===== config.mk =====
export PLATFORM = sky130hd
export DESIGN_NAME = bcd_to_bin32
export DESIGN_NICKNAME = d
export VERILOG_FILES = /design/src/rtl/bcd_to_bin32.sv
export SDC_FILE = /design/constraint.sdc
export NUM_CORES = 1
export LEC_CHECK = 0
export BUFFER_PORTS_ARGS = -buffer_cell sky130_fd_sc_hd__buf_2
export CAP_MARGIN = 10
export CORE_MARGIN = 2
export CORE_UTILIZATION = 53
export DETAILED_ROUTE_END_ITERATION = 10
export GPL_ROUTABILITY_DRIVEN = 0
export PLACE_DENSITY = 0.75
export SYNTH_ARGS = -nofsm -noshare
export SYNTH_HDL_FRONTEND = slang
export SYNTH_SLANG_ARGS = --single-unit

===== constraint.sdc =====
create_clock -name clk -period 4.67 [get_ports clk]
set_input_delay 0.934 -clock clk [delete_from_list [all_inputs] [get_ports clk]]
set_output_delay 0.934 -clock clk [all_outputs]
set_load 0.05 [all_outputs]

===== src/rtl/bcd_to_bin32.sv =====
// Sequential packed-BCD to binary converter using reverse double-dabble.
// One shift/correct iteration per clock, start/done handshake, registered outputs.
module bcd_to_bin32 #(
  parameter int DIGITS = 8,
  localparam int W = 4 * DIGITS
) (
  input  logic         clk,
  input  logic         reset,
  input  logic         start,
  input  logic [W-1:0] bcd_in,
  output logic         busy,
  output logic         done,
  output logic         err,
  output logic [W-1:0] bin_out
);

  localparam int CW = $clog2(W);

  typedef enum logic [1:0] {IDLE, CONV, FIN} state_t;

  state_t           state, state_nxt;
  logic [2*W-1:0]   sreg, sreg_nxt;
  logic [2*W-1:0]   shifted, corrected;
  logic [CW-1:0]    cnt, cnt_nxt;
  logic             busy_nxt, done_nxt, err_nxt;
  logic [W-1:0]     bin_nxt;
  logic             bad_digit;
  logic             last_iter;

  assign last_iter = (cnt == CW'(W - 1));

  // State and all output registers; reset aborts any conversion silently.
  always_ff @(posedge clk or negedge reset) begin
    if (!reset) begin
      state   <= IDLE;
      sreg    <= '0;
      cnt     <= '0;
      busy    <= 1'b0;
      done    <= 1'b0;
      err     <= 1'b0;
      bin_out <= '0;
    end else begin
      state   <= state_nxt;
      sreg    <= sreg_nxt;
      cnt     <= cnt_nxt;
      busy    <= busy_nxt;
      done    <= done_nxt;
      err     <= err_nxt;
      bin_out <= bin_nxt;
    end
  end

  // Shift right, then pull each upper digit that reached 8+ back down by 3.
  always_comb begin
    shifted   = sreg >> 1;
    corrected = shifted;
    for (int d = 0; d < DIGITS; d++) begin
      if (shifted[W+4*d +: 4] >= 4'd8)
        corrected[W+4*d +: 4] = shifted[W+4*d +: 4] - 4'd3;
    end
  end

  always_comb begin
    bad_digit = 1'b0;
    for (int d = 0; d < DIGITS; d++) begin
      if (bcd_in[4*d +: 4] > 4'd9)
        bad_digit = 1'b1;
    end
  end

  always_comb begin
    state_nxt = state;
    case (state)
      IDLE: if (start) state_nxt = bad_digit ? FIN : CONV;
      CONV: if (last_iter) state_nxt = FIN;
      // An error entry arrives with done still low, so FIN lingers one extra cycle.
      FIN:  if (done) state_nxt = IDLE;
      default: state_nxt = IDLE;
    endcase
  end

  always_comb begin
    sreg_nxt = sreg;
    cnt_nxt  = cnt;
    busy_nxt = busy;
    done_nxt = 1'b0;
    err_nxt  = err;
    bin_nxt  = bin_out;
    case (state)
      IDLE: begin
        if (start) begin
          busy_nxt = 1'b1;
          err_nxt  = bad_digit;
          cnt_nxt  = '0;
          if (bad_digit) begin
            sreg_nxt = '0;
            bin_nxt  = '0;
          end else begin
            sreg_nxt = {bcd_in, {W{1'b0}}};
          end
        end
      end
      CONV: begin
        sreg_nxt = corrected;
        cnt_nxt  = cnt + 1'b1;
        if (last_iter) begin
          done_nxt = 1'b1;
          bin_nxt  = corrected[W-1:0];
        end
      end
      FIN: begin
        if (done) begin
          busy_nxt = 1'b0;
        end else begin
          done_nxt = 1'b1;
        end
      end
      default: ;
    endcase
  end

endmodule


==> results.cfg <==
[power]
seqPwrFrac_pct = 48.8
p_sw_share_pct = 33.5
netSwitchingPower_mw = 0.674
p_int_mw = 1.34
vdd_drop_max_mv = 0.268
total_power_mw = 2.01
power_density_nw_per_um2 = 357
clock_power_share_pct = 30.1
leakage_nw = 2.87
pwr-share-comb_pct = 21.1

[routing]
via_count = 3908
via_per_inst = 6.06
wire_per_inst_um = 16.7
drt_iter0_drc = 302
dr.pass1.iters = 4
route.detailed.drc = 0
wirelength_um = 10800
postRouteAntennaNets = 0

[min_path]
hold_class = flip-flop to flip-flop

[worst_setup_path]
critical_path_arrival_ps = 2930
start_kind = flip-flop
cp-end-kind = flip-flop
rrSetupSlack_ps = 2050
worstPathMaxFanout = 50
critPathKind = flip-flop to flip-flop
required_ps = 4980

[status]
status = complete, no violations

[placement]
post-place-ws_ps = 2070
io_buffers = 69
placed_cell_area_um2 = 5420
dp_hpwl_um = 6830

[cts]
cts-resized-gates = 0
cts_setup_buffers = 0
clock_latency_ps = 370
cts_tree = done
cts.clk_slew.worst_paths_ps = 110
clockBufferDepth = 2
root_buffer = clkbuf_8
clkSinkCount = 105
cts_hold_buf = 0
numCtsBuffers = 9
htree_levels = 3

[timing]
hold_violations = 0
fin_crit_sh_pct = 56.1
setup_slack_ps = 2050
whs_ps = 490
max_freq_ghz = 0.382
relSlewSlack_pct = 28.9
rsz0062_at_grt = no
period_needed_ps = 2620
finClkSkew_ps = 16.5
tns_ps = 0
worst_pin_slew_ps = 1070
finalSetupViolCount = 0
slew_viol_final = 0

[synth]
synth_area_leader_cell = dfrtp_1
synth_cell_types = 38
synth_top_cell_area_share_pct = 52.4
async_reset_ff_share_pct = 100
seq_area_frac_synth_pct = 52.4
synth_area_um2 = 5010
ys_ff_latch = 105
syn_area_per_cell_um2 = 10.5
synth_edf_count = 0
synth_nets = 530
synthTopCellsByArea = dfrtp_1, a32o_1, nand2_1, ha_1, a221o_2
synthFlopType = dfrtp_1
synth_warnings = 0
syn_inst = 476

[final_layout]
stdcell_area_um2 = 5640
fill_cells = 773
multiInputGateArea_um2 = 2180
nNetsFinal = 583
mostFrequentLayoutCell = dfrtp_1
regArea_um2 = 2630
insertedDiodeCount = 0
drive_gt1_share_pct = 22.8
final_cell_mix = dfrtp_1, nand2_1, buf_2
area_growth_pct = 12.4

[floorplanning]
start_util_pct = 54.5
dieArea_um2 = 10300
ioPinCount = 70
num_rows = 35
die_w_um = 101
core_area_um2 = 9200
die_y_um = 101

[global_route]
grt_pass1_wl_um = 18700
grt_antenna_before_repair = 0
gr-total-overflow = 0
grt_usage_pct = 22.8
grt_pass1_vias = 3916
grt_max_degree = 86

[flow_run]
maxCapViolCount = 0
[layout make-up]
cell class / count / area share, %
Inverter: 17 / 1.13
Timing Repair Buffer: 77 / 7.24
Clock buffer: 9 / 2.20
Tap cell: 111 / 2.46
Multi-Input combinational cell: 319 / 38.7
Sequential cell: 105 / 46.6
Clock inverter: 7 / 1.69
[metal layers]
layer	share of wire, %	global-route usage, %
met5	0	0
met1	47	32.6
met3	4.6	4.76
met2	47	35.4
met4	1.3	6.44
[registers in the layout, summed over array words and instances (netlist names)]
name     count
bin_out     32
busy         1
cnt          5
done         1
err          1
sreg        63
state        2
[final timing paths]
| check | startpoint | to | cells past startpoint |
|---|---|---|---|
| worst max-delay path | state[1] | bin_out[25] | 8 |
| worst min-delay path | cnt[4] | cnt[4] | 2 |
| worst max register to register | state[1] | bin_out[25] | 8 |
| worst min register to register | cnt[4] | cnt[4] | 2 |
| max in group asynchronous | reset | sreg[30] | 2 |
| min in group asynchronous | reset | sreg[39] | 1 |
[critical path: stages (launching register included)]
cell,delay (ps)
dfrtp_1,410
inv_1,80
ha_2,540
buf_4,520
nor2b_1,260
nor2_1,80
o21ai_2,50
buf_4,350
a32o_1,230
[power groups by stage]
stage | Combinational, mW | Clock, mW | Sequential, mW
3_3_place_gp | 0.413 | 0 | 0.997
4_1_cts | 0.423 | 0.618 | 0.982
3_5_place_dp | 0.421 | 0 | 1.00
5_1_grt | 0.470 | 0.663 | 0.988
2_1_floorplan | 0.268 | 0 | 1.03
6_report | 0.424 | 0.606 | 0.983
[synthesized netlist by cell type, types with 3 or more instances]
library cell and n:
a21oi_1 12, buf_2 15, nor2b_1 11, and3_1 8, xor2_1 7, buf_1 3, o21ai_0 9, clkbuf_1 14
nand2_1 76, xnor2_1 7, a31oi_1 9, o21ai_1 3, o2bb2ai_1 7, dfrtp_1 105, nand4b_1 3, a32o_1 32
mux2i_1 11, nor2_1 29, buf_6 3, nand3_1 35, ha_1 19, a221o_2 20, inv_1 17
[cell families after synthesis]
| group | share of synthesized area [%] |
|---|---|
| AND/OR/NAND/NOR | 16.2 |
| adder cells (fa/ha/maj) | 4.74 |
| buffers and inverters | 4.72 |
| AO/OA/AOI/OAI | 17.1 |
| XOR/XNOR | 2.45 |
| multiplexers | 2.42 |
| flip-flops | 52.4 |
[through the flow]
| step | std cells | utilization [%] |
|---|---|---|
| floorplan | 476 | - |
| global placement | 629 | 58.9 |
| detailed placement | 629 | 58.9 |
| CTS | 645 | 61.3 |
| global route | 645 | 61.3 |
| finish | 645 | 61.3 |
No activity file was read; power rests on OpenSTA's default activity.
